File: src/rtl/axis_frame_reader_pkg.sv
// Shared types for the AXI-Stream frame buffer: FSM state encodings and the
// layout of one buffered word.
package axis_frame_pkg;

    typedef enum logic {
        W_ACCEPT = 1'b0,
        W_DROP   = 1'b1
    } w_state_t;

    typedef enum logic {
        M_IDLE   = 1'b0,
        M_STREAM = 1'b1
    } m_state_t;

    localparam int FRAME_DATA_WIDTH = 32;

    // One buffer word at the default width; the RAM keeps these fields packed
    // in the same order {last, strb, data} for any DATA_WIDTH.
    typedef struct packed {
        logic                            last;
        logic [FRAME_DATA_WIDTH/8-1:0]   strb;
        logic [FRAME_DATA_WIDTH-1:0]     data;
    } frame_entry_t;

    function automatic int entry_width(input int data_width);
        return data_width + data_width / 8 + 1;
    endfunction

endpackage

File: src/rtl/axis_frame_reader_if.sv
// AXI-Stream channel bundle; master drives payload/valid, slave drives ready.
interface axis_frame_reader_if #(
    parameter int DATA_WIDTH = 32
) ();

    logic [DATA_WIDTH-1:0]   tdata;
    logic [DATA_WIDTH/8-1:0] tstrb;
    logic                    tvalid;
    logic                    tlast;
    logic                    tready;

    modport master (
        output tdata,
        output tstrb,
        output tvalid,
        output tlast,
        input  tready
    );

    modport slave (
        input  tdata,
        input  tstrb,
        input  tvalid,
        input  tlast,
        output tready
    );

endinterface

File: src/rtl/frame_buffer_ram.sv
// Frame word store: synchronous write port, combinational read port, no reset.
module frame_buffer_ram #(
    parameter int WIDTH = 37,
    parameter int DEPTH = 16,
    localparam int ADDR_WIDTH = $clog2(DEPTH)
) (
    input  logic                  clk,
    input  logic                  wr_en,
    input  logic [ADDR_WIDTH-1:0] wr_addr,
    input  logic [WIDTH-1:0]      wr_data,
    input  logic [ADDR_WIDTH-1:0] rd_addr,
    output logic [WIDTH-1:0]      rd_data
);

    logic [WIDTH-1:0] mem [DEPTH];

    always_ff @(posedge clk) begin
        if (wr_en) begin
            mem[wr_addr] <= wr_data;
        end
    end

    assign rd_data = mem[rd_addr];

endmodule

File: src/rtl/axis_frame_reader.sv
// Buffers tlast-framed AXI-Stream beats and replays each committed frame in
// order; frames that cannot fit in the empty buffer are dropped and flagged.
//
// state    | meaning
// W_ACCEPT | storing beats of the current frame
// W_DROP   | discarding the rest of an oversized frame up to its tlast
// M_IDLE   | waiting for a committed frame
// M_STREAM | presenting words of the current frame on m00
module axis_frame_reader
    import axis_frame_pkg::*;
#(
    parameter int DATA_WIDTH = 32,
    parameter int DEPTH      = 16,
    localparam int ADDR_WIDTH = $clog2(DEPTH)
) (
    input  logic                  axis_aclk,
    input  logic                  axis_aresetn,
    axis_frame_reader_if.slave    s00_axis,
    axis_frame_reader_if.master   m00_axis,
    output logic [ADDR_WIDTH:0]   frame_count,
    output logic                  overflow,
    input  logic                  clr_overflow
);

    localparam int ENTRY_WIDTH = entry_width(DATA_WIDTH);
    localparam logic [ADDR_WIDTH:0]   DEPTH_CNT = (ADDR_WIDTH + 1)'(DEPTH);
    localparam logic [ADDR_WIDTH:0]   CNT_ONE   = (ADDR_WIDTH + 1)'(1);
    localparam logic [ADDR_WIDTH-1:0] PTR_ONE   = ADDR_WIDTH'(1);

    w_state_t w_state;
    m_state_t m_state;

    logic [ADDR_WIDTH-1:0] wr_ptr;
    logic [ADDR_WIDTH-1:0] rd_ptr;
    logic [ADDR_WIDTH-1:0] frame_start;
    logic [ADDR_WIDTH:0]   word_count;
    logic [ADDR_WIDTH:0]   part_len;
    logic                  commit_pend;

    logic                   s_hs;
    logic                   null_beat;
    logic                   store;
    logic                   commit;
    logic                   full_drop;
    logic                   m_hs;
    logic                   release_frame;
    logic [ENTRY_WIDTH-1:0] wr_entry;
    logic [ENTRY_WIDTH-1:0] rd_entry;

    // Ready is forced low while reset is held, independent of the counters.
    assign s00_axis.tready = axis_aresetn &&
                             ((w_state == W_DROP) || (word_count < DEPTH_CNT));

    assign s_hs      = s00_axis.tvalid && s00_axis.tready;
    assign null_beat = (s00_axis.tstrb == '0) && !s00_axis.tlast;
    assign store     = (w_state == W_ACCEPT) && s_hs && !null_beat;
    assign commit    = store && s00_axis.tlast;

    // Buffer full of nothing but the open frame: it can never be drained.
    assign full_drop = (w_state == W_ACCEPT) && (word_count == DEPTH_CNT) &&
                       (frame_count == '0) && (part_len != '0);

    assign m_hs          = (m_state == M_STREAM) && m00_axis.tvalid && m00_axis.tready;
    assign release_frame = m_hs && m00_axis.tlast;

    assign wr_entry = {s00_axis.tlast, s00_axis.tstrb, s00_axis.tdata};

    frame_buffer_ram #(
        .WIDTH (ENTRY_WIDTH),
        .DEPTH (DEPTH)
    ) u_ram (
        .clk     (axis_aclk),
        .wr_en   (store),
        .wr_addr (wr_ptr),
        .wr_data (wr_entry),
        .rd_addr (rd_ptr),
        .rd_data (rd_entry)
    );

    always_ff @(posedge axis_aclk or negedge axis_aresetn) begin
        if (!axis_aresetn) begin
            w_state     <= W_ACCEPT;
            wr_ptr      <= '0;
            frame_start <= '0;
            part_len    <= '0;
            commit_pend <= 1'b0;
            overflow    <= 1'b0;
        end else begin
            commit_pend <= commit;
            if (full_drop) begin
                overflow <= 1'b1;
            end else if (clr_overflow) begin
                overflow <= 1'b0;
            end
            case (w_state)
                W_ACCEPT: begin
                    if (full_drop) begin
                        wr_ptr   <= frame_start;
                        part_len <= '0;
                        w_state  <= W_DROP;
                    end else if (store) begin
                        wr_ptr <= wr_ptr + PTR_ONE;
                        if (s00_axis.tlast) begin
                            frame_start <= wr_ptr + PTR_ONE;
                            part_len    <= '0;
                        end else begin
                            part_len <= part_len + CNT_ONE;
                        end
                    end
                end
                W_DROP: begin
                    if (s_hs && s00_axis.tlast) begin
                        w_state <= W_ACCEPT;
                    end
                end
                default: w_state <= W_ACCEPT;
            endcase
        end
    end

    // A word stays counted until its output handshake, so the slot held in
    // the output register is never reclaimed early.
    always_ff @(posedge axis_aclk or negedge axis_aresetn) begin
        if (!axis_aresetn) begin
            word_count  <= '0;
            frame_count <= '0;
        end else begin
            word_count  <= word_count + (ADDR_WIDTH + 1)'(store)
                           - (ADDR_WIDTH + 1)'(m_hs)
                           - (full_drop ? part_len : '0);
            frame_count <= frame_count + (ADDR_WIDTH + 1)'(commit_pend)
                           - (ADDR_WIDTH + 1)'(release_frame);
        end
    end

    always_ff @(posedge axis_aclk or negedge axis_aresetn) begin
        if (!axis_aresetn) begin
            m_state         <= M_IDLE;
            rd_ptr          <= '0;
            m00_axis.tdata  <= '0;
            m00_axis.tstrb  <= '0;
            m00_axis.tlast  <= 1'b0;
            m00_axis.tvalid <= 1'b0;
        end else begin
            case (m_state)
                M_IDLE: begin
                    if (frame_count != '0) begin
                        {m00_axis.tlast, m00_axis.tstrb, m00_axis.tdata} <= rd_entry;
                        m00_axis.tvalid <= 1'b1;
                        rd_ptr          <= rd_ptr + PTR_ONE;
                        m_state         <= M_STREAM;
                    end
                end
                M_STREAM: begin
                    if (m_hs) begin
                        if (m00_axis.tlast) begin
                            m00_axis.tvalid <= 1'b0;
                            m_state         <= M_IDLE;
                        end else begin
                            {m00_axis.tlast, m00_axis.tstrb, m00_axis.tdata} <= rd_entry;
                            rd_ptr <= rd_ptr + PTR_ONE;
                        end
                    end
                end
                default: m_state <= M_IDLE;
            endcase
        end
    end

endmodule

File: src/flat_wrapper.sv
// flat-port wrapper written by rule: the top's interface ports become plain ports
module axis_frame_reader_flat import axis_frame_pkg::*;
#(
    parameter int DATA_WIDTH = 32,
    parameter int DEPTH      = 16,
    localparam int ADDR_WIDTH = $clog2(DEPTH)
)
  (axis_aclk, axis_aresetn, frame_count, overflow, clr_overflow, s00_axis_tdata, s00_axis_tstrb, s00_axis_tvalid, s00_axis_tlast, s00_axis_tready, m00_axis_tdata, m00_axis_tstrb, m00_axis_tvalid, m00_axis_tlast, m00_axis_tready);
  axis_frame_reader_if #(.DATA_WIDTH(DATA_WIDTH)) s00_axis_i ();
  axis_frame_reader_if #(.DATA_WIDTH(DATA_WIDTH)) m00_axis_i ();
  input  logic axis_aclk;
  input  logic axis_aresetn;
  output logic [ADDR_WIDTH:0] frame_count;
  output logic overflow;
  input  logic clr_overflow;
  input wire logic [$bits(s00_axis_i.tdata)-1:0] s00_axis_tdata;
  input wire logic [$bits(s00_axis_i.tstrb)-1:0] s00_axis_tstrb;
  input wire logic [$bits(s00_axis_i.tvalid)-1:0] s00_axis_tvalid;
  input wire logic [$bits(s00_axis_i.tlast)-1:0] s00_axis_tlast;
  output wire logic [$bits(s00_axis_i.tready)-1:0] s00_axis_tready;
  output wire logic [$bits(m00_axis_i.tdata)-1:0] m00_axis_tdata;
  output wire logic [$bits(m00_axis_i.tstrb)-1:0] m00_axis_tstrb;
  output wire logic [$bits(m00_axis_i.tvalid)-1:0] m00_axis_tvalid;
  output wire logic [$bits(m00_axis_i.tlast)-1:0] m00_axis_tlast;
  input wire logic [$bits(m00_axis_i.tready)-1:0] m00_axis_tready;
  assign s00_axis_i.tdata = s00_axis_tdata;
  assign s00_axis_i.tstrb = s00_axis_tstrb;
  assign s00_axis_i.tvalid = s00_axis_tvalid;
  assign s00_axis_i.tlast = s00_axis_tlast;
  assign s00_axis_tready = s00_axis_i.tready;
  assign m00_axis_tdata = m00_axis_i.tdata;
  assign m00_axis_tstrb = m00_axis_i.tstrb;
  assign m00_axis_tvalid = m00_axis_i.tvalid;
  assign m00_axis_tlast = m00_axis_i.tlast;
  assign m00_axis_i.tready = m00_axis_tready;
  axis_frame_reader #(.DATA_WIDTH(DATA_WIDTH), .DEPTH(DEPTH)) u_core (.axis_aclk(axis_aclk), .axis_aresetn(axis_aresetn), .s00_axis(s00_axis_i), .m00_axis(m00_axis_i), .frame_count(frame_count), .overflow(overflow), .clr_overflow(clr_overflow));
endmodule
File: config.mk
export PLATFORM = sky130hd
export DESIGN_NAME = axis_frame_reader_flat
export DESIGN_NICKNAME = d
export VERILOG_FILES = /design/src/rtl/axis_frame_reader_pkg.sv /design/src/rtl/axis_frame_reader_if.sv /design/src/rtl/frame_buffer_ram.sv /design/src/rtl/axis_frame_reader.sv /design/src/flat_wrapper.sv
export SDC_FILE = /design/constraint.sdc
export NUM_CORES = 1
export LEC_CHECK = 0
export CAP_MARGIN = 20
export CORE_UTILIZATION = 55
export DETAILED_ROUTE_END_ITERATION = 16
export PLACE_DENSITY_LB_ADDON = 0.25
export SYNTH_ARGS = -nofsm -noshare
export SYNTH_HDL_FRONTEND = slang
export SYNTH_HIERARCHICAL = 1
export SYNTH_SLANG_ARGS = --single-unit
File: constraint.sdc
create_clock -name axis_aclk -period 6.3 [get_ports axis_aclk]
set_input_delay 1.26 -clock axis_aclk [delete_from_list [all_inputs] [get_ports axis_aclk]]
set_output_delay 1.26 -clock axis_aclk [all_outputs]
set_load 0.02 [all_outputs]
==> reports/results.tsv, run 1 <==
metric	value	unit
status	complete, no violations	
routed wire length	51.7	mm
share of Yosys cell area claimed by the top area cell type	69.9	%
DRT antenna net count	0	
CTS Buffer Depth	3	
CP startpoint kind	input port	
GRT Util Overall	22.9	%
DP Area	27100	um2
Setup WS post-layout	1.99	ns
synth unique cells	49	
storage element area	19500	um2
first-pass GRT wire length	78.6	mm
I/O Pins	87	
Port Buffer Count	86	
n_diodes	0	
maximum VDD drop	0.306	mV
Post-CTS Setup Repair Bufs	0	
Clk Latency, worst-skew pair	0.58	ns
required time of the worst setup path	6.54	ns
ys async rst share	10.4	%
Slew headroom	26.5	%
hold-fix buffers at CTS	0	
cell area after synthesis	25400	um2
initial antenna violation count	0	
Crit path buffers/inverters	3	
CTS Root Buffer Type	clkbuf_16	
CP max-delay cell	clkdlybuf4s50_1	
Worst-path clk slew	0.06	ns
Iter 0 DRT Violations	1107	
critical path data arrival time	4.54	ns
die height	217	um
Yosys top cell by area	edfxtp_1	
Non-Filler Cell Area, Final	29500	um2
max incr delay on CP	1.02	ns
Final Slew Violations	0	
synthesized instance count	1182	
Post-Syn Area per Cell	21.5	um2
Syn. warnings	6	
Synth Flop Type	edfxtp_1	
H-tree levels	3	
starting density of the core	55.9	%
routed len/inst	26.4	um
maximum fanout along the worst path	27	
Vias/cell	6.17	
Worst Skew	0.0220	ns
DR DRC count	0	
Setup WS pre-CTS	1.37	ns
Final GP Congestion	0.746	
Die W	217	um
RSZ-0062 raised after global routing	false	
die area	47100	um2
synth top area cells	edfxtp_1 (70%), mux4_2 (13%), dfrtp_1 (6.8%), a22oi_1 (2.2%), mux2_2 (1.7%)	
fin crit period	4.31	ns
CTS tree	built	
post-CTS sizing	0	
largest net degree at the start of global routing	73	
cts bufs inserted	67	
Hold Crit Class	reg2reg	
Area growth syn-to-layout	15.8	%
Fin. Hold Viols	0	
vias in the first global route	12500	
top-count cell post-synth	edfxtp_1	
Multi-input gate area	5660	um2
critical path's top delay family	buffers and inverters	
synthesis-stage register bit count	661	
area of the core	45500	um2
worst-margin pin slew	1.10	ns
Post-Syn Nets	1245	
DRT Pass-1 Iters	5	
post-synthesis sequential area ratio	76.7	%
Final period util	68.3	%
Max-Cap Viols	0	
setup TNS	0	ns
grt ovf	0	
Power Density	446	nW/um2
hpwl dp	29.7	mm
total number of vias	12100	
commonest cells in the netlist	edfxtp_1 (592), mux4_2 (148), a22oi_1 (74)	
critical path type	in2reg	
Post-synth EDFFs	592	
clk sinks	661	
Fillers	3061	
Setup Viol. Count Final	0	
Finished Core Util	64.8	%
Rows	78	
fmax	232	MHz
Final #Nets	1372	
cells along the critical path	clkdlybuf4s50_1, o21ai_2, inv_1, nand3b_1, nor2_4, buf_4	
share of cells above drive strength 1	26.1	%
Worst Setup End Kind	flop	
P_leak	0.00972	uW
## logic make-up (layout without fill, tap and decap cells)
group	Yosys count	after routing	share of synthesized area (%)
adders and majority gates	21	21	1.15
DFF	661	661	76.7
xor gates and xnor gates	16	16	0.551
AOI/OAI and AO/OA	100	100	2.87
buffers and inverters	82	262	1.65
and+or+nand+nor	115	115	2.29
muxes	187	187	14.8
## worst paths after layout
check	from	endpoint	slack, ns	cells past startpoint
setup reg to reg	u_core/frame_count[2]$_DFF_PN0_	u_core/word_count[4]$_DFF_PN0_	2.56	12
max in group asynchronous	axis_aresetn	u_core/rd_ptr[1]$_DFFE_PN0P_	4.62	2
hold reg to reg	u_core/frame_start[0]$_DFFE_PN0P_	u_core/frame_start[0]$_DFFE_PN0P_	0.49	2
hold / removal	u_core/frame_start[0]$_DFFE_PN0P_	u_core/frame_start[0]$_DFFE_PN0P_	0.49	2
min in group asynchronous	axis_aresetn	u_core/m00_axis.tvalid$_DFFE_PN0P_	0.68	1
setup / recovery	s00_axis_tlast	u_core/u_ram/mem[9][28]$_DFFE_PP_	1.99	6
## worst reg2reg max path, stage by stage (launching register included)
cell and delay, ns:
dfrtp_1 0.39, inv_1 0.09, ha_1 0.15, nor4b_4 0.41
and4b_1 0.70, nand2_1 0.16, fa_1 0.44, fa_1 0.45
ha_1 0.23, a21o_1 0.18, a21oi_1 0.17, xnor2_1 0.15
xnor2_1 0.13
## metrics by stage
step / power [uW] / std cells / hold slack, ns
6_report: 13100 / 1962 / 0.491
5_1_grt: 13700 / 1962 / 0.519
4_1_cts: 13300 / 1962 / 0.493
3_5_place_dp: 9130 / 1840 / 0.481
3_3_place_gp: 9040 / 1837 / 0.468
2_1_floorplan: 7950 / 1182 / 0.449
## layout make-up
cell class,count,share of cell area [%]
clock buffer,82,6.21
clock inverter,40,1.62
inverter,25,0.319
multi-input combinational,439,19.2
sequential,661,66.3
tap,600,2.55
timing repair buffer,115,3.82
## per-layer routing
layer  GRT usage (%)  share of wire (%)  vias up
li1                -                  -     5121
met1            32.2                 41     6478
met2            37.0                 50      401
met3            3.90                5.6      109
met4            7.56                2.8        0
met5               0                  0        -
## power by group
part           total (uW)  switching [uW]  internal, uW
Sequential           5480             368          5110
Clock                4130            1610          2520
Combinational        3520            1780          1740
Total               13100            3760          9370
## sequential cells by signal, summed over array words and instances, names as in the netlist
register and cells:
u_core/commit_pend 1, u_core/frame_count 5, u_core/frame_start 4, u_core/m00_axis.tdata 32
u_core/m00_axis.tlast 1, u_core/m00_axis.tstrb 4, u_core/m00_axis.tvalid 1, u_core/m_state 1
u_core/overflow 1, u_core/part_len 5, u_core/rd_ptr 4, u_core/u_ram/mem 592
u_core/w_state 1, u_core/word_count 5, u_core/wr_ptr 4
## cell usage in the layout (no fill, tap or decap), types with 4 or more instances in the layout
master / netlist / layout
xor2_1: 6 / 6
buf_12: 0 / 4
clkdlybuf4s50_1: 0 / 85
o21ai_0: 8 / 8
nor2_4: 0 / 13
edfxtp_1: 592 / 592
nand3b_1: 4 / 4
mux2_2: 38 / 38
clkinv_2: 0 / 18
clkinv_1: 0 / 7
nor3_2: 0 / 4
clkbuf_1: 19 / 10
fa_1: 4 / 4
nand3_1: 5 / 5
mux4_2: 148 / 148
buf_4: 7 / 26
clkbuf_16: 0 / 71
nand2_1: 59 / 59
ha_1: 17 / 17
a21oi_1: 6 / 6
dfrtp_1: 69 / 67
a22oi_1: 74 / 74
xnor2_1: 10 / 10
bufinv_16: 0 / 11
inv_1: 25 / 25
nor2_1: 17 / 4
Power figures use the tool's default switching activity.
==> run 2, diff against run 1 <==
Clock period 6.3 ns to 4.5 ns, I/O delays scaled along.
==> run 2 against run 1 <==
  * Worst hold slack worse by 0.11 ns
  * Combinational power up 44%
  * Core utilization down 0.26 points
  * Die area unchanged
  * Clock-buffer cell count down 9
  * Critical path depth up 7
  * Sequential cell count unchanged
  * Cell area down 0.40%
  * Non-clock buffer count up 14
  * Critical path type is now reg2reg
  * Largest power group unchanged
  * Highest routed layer unchanged
==> reports/results.tsv, run 2 (synthesis gave the netlist of run 1 again) <==
metric	value	unit	change
status	complete, no violations		
CP max-delay cell	fa_1		
fmax	289	MHz	
die area	47100	um2	unchanged
worst-margin pin slew	0.918	ns	-0.185 ns
Power Density	609	nW/um2	+37%
total number of vias	12000		-0.79%
final hold slack	0.386	ns	-0.105 ns
required time of the worst setup path	5.03	ns	-1.51 ns
I/O Pins	87		unchanged
Area growth syn-to-layout	15.3	%	
cts bufs inserted	61		-9.0%
largest net degree at the start of global routing	56		-23%
area of the core	45500	um2	unchanged
Iter 0 DRT Violations	1059		-4.3%
DRT antenna net count	0		unchanged
hpwl dp	28.0	mm	-5.8%
Die W	217	um	unchanged
Final #Nets	1380		+0.58%
critical path data arrival time	3.99	ns	-0.55 ns
Rows	78		unchanged
Final GP Congestion	0.739		-0.92%
first-pass GRT wire length	77.2	mm	-1.8%
worst reg2reg path startpoint	u_core/frame_count[2]$_DFF_PN0_		
clk sinks	661		unchanged
share of cells above drive strength 1	26.0	%	-0.15 points
DR DRC count	0		unchanged
most frequent cells in the layout	edfxtp_1 (592), mux4_2 (148), clkdlybuf4s50_1 (85)		
vias in the first global route	12500		+0.064%
cells along the critical path	inv_1, ha_1, nor4b_4, and4b_1, buf_4, nand2_1, fa_1, fa_1, ha_1, a21o_1, a21oi_1, xnor2_1, xnor2_1		
maximum fanout along the worst path	17		-37%
leading cell type in the layout, fill and taps excluded	edfxtp_1		
P_leak	0.00967	uW	-0.51%
routed wire length	51.0	mm	-1.3%
Worst Setup End Kind	flop		
Worst Skew	0.0198	ns	-0.00224 ns
initial antenna violation count	1		+1
max reg flops	592		unchanged
grt ovf	0		unchanged
setup TNS	0	ns	unchanged
Max-Cap Viols	0		unchanged
RSZ-0062 raised after global routing	false		
maximum VDD drop	0.404	mV	+32%
post-CTS sizing	0		unchanged
Fin. Hold Viols	0		unchanged
Port Buffer Count	86		unchanged
fin crit period	3.46	ns	
n_diodes	0		unchanged
CTS Root Buffer Type	clkbuf_16		
largest registers	u_core/u_ram/mem (592), u_core/m00_axis.tdata (32)		
routed len/inst	25.9	um	-1.7%
starting density of the core	55.9	%	unchanged
hold-fix buffers at CTS	0		unchanged
H-tree levels	2		-1
critical path type	reg2reg		
Post-CTS Setup Repair Bufs	0		unchanged
Critical Path Start	u_core/frame_count[2]$_DFF_PN0_		
die height	217	um	unchanged
DRT Pass-1 Iters	5		unchanged
Vias/cell	6.10		-1.2%
max incr delay on CP	0.45	ns	-0.57 ns
Final period util	76.8	%	
Final Slew Violations	0		unchanged
CTS tree	built		
Slew headroom	38.8	%	+12 points
Worst-path clk slew	0.06	ns	about the same
register with the most flip-flops	u_core/u_ram/mem		
CTS Buffer Depth	3		unchanged
Hold Crit Class	in2async		
Clk Latency, worst-skew pair	0.63	ns	+0.05 ns
GRT Util Overall	22.5	%	-0.42 points
CP startpoint kind	flop		
Setup Viol. Count Final	0		unchanged
## run 2: cell types whose count changed in the layout (fill, tap and decap cells not counted)
cell,previous run,this run
buf_4,26,37
buf_12,4,6
nor3_4,0,4
clkinv_2,18,15
clkinv_1,7,15
inv_6,1,2
clkbuf_16,71,63
nor3_2,4,0
buf_8,0,1
clkbuf_8,1,0
bufinv_16,11,8
## run 2: worst paths after layout
path | slack [ns] | end | cells after the start
worst max-delay path | 1.04 | u_core/word_count[4]$_DFF_PN0_ | 13
max in group asynchronous | 3.14 | u_core/rd_ptr[0]$_DFFE_PN0P_ | 3
worst min-delay path | 0.39 | u_core/w_state$_DFF_PN0_ | 2
worst max register to register | 1.04 | u_core/word_count[4]$_DFF_PN0_ | 13
min in group axis_aclk | 0.48 | u_core/frame_start[0]$_DFFE_PN0P_ | 2
worst min register to register | 0.48 | u_core/frame_start[0]$_DFFE_PN0P_ | 2
## run 2: critical path: cells and delay by family, from the launching register on
| family | cells | cell delay, ns |
|---|---|---|
| buf+inv | 2 | 0.32 |
| fa+ha+maj | 4 | 1.24 |
| simple gates | 3 | 0.79 |
| flops | 1 | 0.39 |
| xor+xnor | 2 | 0.30 |
| compound gates | 2 | 0.35 |
## run 2: layer usage
layer | track usage, % | part of all wire [%] | vias up | wire length, um
met5 | 0 | 0 | - | 0
met4 | 6.53 | 2.0 | 0 | 998
met3 | 3.27 | 6.0 | 82 | 3080
met2 | 37.5 | 51 | 381 | 25900
met1 | 31.2 | 41 | 6402 | 21100
li1 | - | - | 5148 | -
## run 2: cell type report
cell class	count	area [um2]
clock inverters	43	412
flip-flops and latches	661	19500
inverters	25	93.8
fillers	3042	16100
well taps	600	751
repair buffers	129	1260
multi-input cells	439	5690
clock buffers	73	1610
## run 2: power breakdown
| group | switching (uW) | internal [uW] |
|---|---|---|
| Clock | 2180 | 3010 |
| Combinational | 2580 | 2480 |
| Sequential | 448 | 7160 |
| Total | 5220 | 12600 |
## run 2: stage by stage
stage	cells	utilization (%)	instance area (um2)	power, uW	worst slack, ns
finish	1970	64.5	29300	17900	1.04
global route	1970	64.5	29300	18600	0.791
CTS	1969	64.5	29300	18000	1.03
detailed placement	1853	60.0	27300	12800	0.763
global placement	1852	60.0	27300	12700	0.719
floorplan	1182	-	25500	11100	0.505
==> run 3, diff against run 2 <==
Clock period 4.5 ns to 3.55 ns, I/O delays scaled along.
==> run 3 against run 2 <==
  * Via count grew 0.59%
  * Cell area grew 1.2%
  * Global-route usage grew 0.48 points
  * Sequential power grew 27%
  * Clock-buffer cell count grew 23
  * Die area is the same
  * Largest power group unchanged
  * Combinational power grew 28%
  * Highest routed layer unchanged
  * Critical path depth shrank 1
  * Clock power grew 27%
==> reports/results.tsv, run 3 (synthesis gave the netlist of run 1 again) <==
metric	value	unit	change
CP max-delay cell	fa_1		
CTS tree	built		
n_diodes	0		unchanged
hpwl dp	29.4	mm	+5.2%
Clk pwr share	29.1	%	about the same
largest registers	u_core/u_ram/mem (592), u_core/m00_axis.tdata (32)		
fin crit period	3.24	ns	-0.220 ns
Internal	16100	uW	+27%
I/O Pins	87		unchanged
Fin. Hold Viols	0		unchanged
Area growth syn-to-layout	16.8	%	
Iter 0 DRT Violations	1152		+8.8%
post-CTS sizing	0		unchanged
Setup Viol. Count Final	0		unchanged
Setup WS pre-CTS	-0.0404	ns	-0.803 ns
storage element area	19500	um2	unchanged
cells along the critical path	inv_1, ha_1, nor4b_4, and4b_1, nand2_1, fa_1, fa_1, ha_1, a21o_1, a21oi_1, xnor2_1, xnor2_1		
leading cell type in the layout, fill and taps excluded	edfxtp_1		
Fillers	2969		-2.4%
GRT Util Overall	23.0	%	+0.48 points
area of the core	45500	um2	unchanged
total number of vias	12100		+0.59%
DR DRC count	0		unchanged
Finished Core Util	65.3	%	+0.81 points
Clk Latency, worst-skew pair	0.58	ns	-0.05 ns
H-tree levels	3		+1
RSZ-0062 raised after global routing	false		
NetSw	6610	uW	+27%
share of cells above drive strength 1	26.6	%	+0.60 points
Power Density	765	nW/um2	+26%
CTS Buffer Depth	3		unchanged
Max-Cap Viols	0		unchanged
hold-fix buffers at CTS	0		unchanged
first-pass GRT wire length	79.0	mm	+2.3%
Sw Ratio	29.1	%	-0.10 points
critical path data arrival time	3.73	ns	-0.26 ns
Slew headroom	30.0	%	-8.8 points
DRT antenna net count	0		unchanged
die height	217	um	unchanged
Crit path buffers/inverters	1		-1
register with the most flip-flops	u_core/u_ram/mem		
CP startpoint kind	flop		
grt ovf	0		unchanged
CTS Root Buffer Type	clkbuf_16		
critical path's top delay family	adder cells		
starting density of the core	55.9	%	unchanged
reg2reg setup slack	0.31	ns	-0.73 ns
routed len/inst	26.0	um	+0.42%
Setup WS post-layout	0.313	ns	-0.730 ns
maximum VDD drop	0.499	mV	+23%
P_leak	0.00980	uW	+1.4%
critical path type	reg2reg		
most frequent cells in the layout	edfxtp_1 (592), mux4_2 (148), clkdlybuf4s50_1 (85)		
status	complete, no violations		
vias in the first global route	12600		+0.58%
required time of the worst setup path	4.04	ns	-0.99 ns
die area	47100	um2	unchanged
Multi-input gate area	5690	um2	unchanged
Final GP Congestion	0.768		+3.9%
Vias/cell	6.07		-0.52%
Worst Skew	0.0189	ns	-0.000876 ns
combinational share of power	28.6	%	+0.2 points
clk sinks	661		unchanged
largest net degree at the start of global routing	52		-7.1%
setup TNS	0	ns	unchanged
Sequential Power Share	42.3	%	-0.3 points
final hold slack	0.158	ns	-0.228 ns
max incr delay on CP	0.41	ns	-0.04 ns
Final period util	91.2	%	+14 points
maximum fanout along the worst path	6		-11
worst-margin pin slew	1.05	ns	+0.129 ns
Worst-path clk slew	0.06	ns	about the same
Worst Setup End Kind	flop		
initial antenna violation count	0		-1
Pwr Total	22700	uW	+27%
Final Slew Violations	0		unchanged
Rows	78		unchanged
Final #Nets	1402		+1.6%
Port Buffer Count	86		unchanged
fmax	309	MHz	+6.8%
Hold Crit Class	in2async		
DRT Pass-1 Iters	7		+2
Post-CTS Setup Repair Bufs	0		unchanged
routed wire length	51.8	mm	+1.5%
cts bufs inserted	67		+9.8%
max reg flops	592		unchanged
Die W	217	um	unchanged
## run 3: changes by cell type in the layout (fill, tap and decap cells not counted), moves of 2 or more
cell       before  now
clkinv_2       15    7
clkbuf_8        0    3
clkbuf_16      63   71
clkbuf_1       10   22
clkinv_1       15   11
clkinv_4        0    3
buf_12          6   20
buf_16          0    2
bufinv_16       8    1
## run 3: worst reg2reg max path, stage by stage (launching register included)
cell and delay, ns:
dfrtp_1 0.40, inv_1 0.09, ha_1 0.15, nor4b_4 0.25, and4b_1 0.39, nand2_1 0.12, fa_1 0.41, fa_1 0.41
ha_1 0.29, a21o_1 0.16, a21oi_1 0.19, xnor2_1 0.15, xnor2_1 0.13
## run 3: worst paths after layout
check	start	endpoint	depth (start not counted)
min in group axis_aclk	u_core/frame_start[2]$_DFFE_PN0P_	u_core/frame_start[2]$_DFFE_PN0P_	2
worst min-delay path	axis_aresetn	u_core/m00_axis.tstrb[0]$_DFFE_PN0P_	2
worst min register to register	u_core/frame_start[2]$_DFFE_PN0P_	u_core/frame_start[2]$_DFFE_PN0P_	2
worst max-delay path	u_core/frame_count[3]$_DFF_PN0_	u_core/word_count[4]$_DFF_PN0_	12
max in group asynchronous	axis_aresetn	u_core/rd_ptr[1]$_DFFE_PN0P_	3
worst max register to register	u_core/frame_count[3]$_DFF_PN0_	u_core/word_count[4]$_DFF_PN0_	12
## run 3: final cells by class
type	count	share of cell area (%)
flip-flops and latches	661	65.7
multi-input cells	439	19.2
clock buffers	96	6.40
repair buffers	145	5.36
well taps	600	2.53
clock inverters	26	0.552
inverters	25	0.316
## run 3: power groups by stage
stage / clock, uW / sequential [uW] / combinational, uW
global placement: 0 / 9760 / 6460
detailed placement: 0 / 9790 / 6540
global route: 7010 / 9700 / 6990
floorplan: 0 / 9830 / 4280
finish: 6600 / 9620 / 6490
CTS: 6740 / 9640 / 6600
## run 3: layer usage
metal,global-route usage (%),up-vias,routed length [um]
li1,-,5207,-
met1,32.1,6422,21600
met2,37.5,381,26400
met3,3.80,74,2830
met4,7.11,0,1020
met5,0,-,0
## run 3: per-stage QoR
stage,std cells,area [um2]
6_report,1992,29700
5_1_grt,1992,29700
4_1_cts,1989,29600
3_5_place_dp,1867,27600
3_3_place_gp,1865,27500
2_1_floorplan,1182,25500
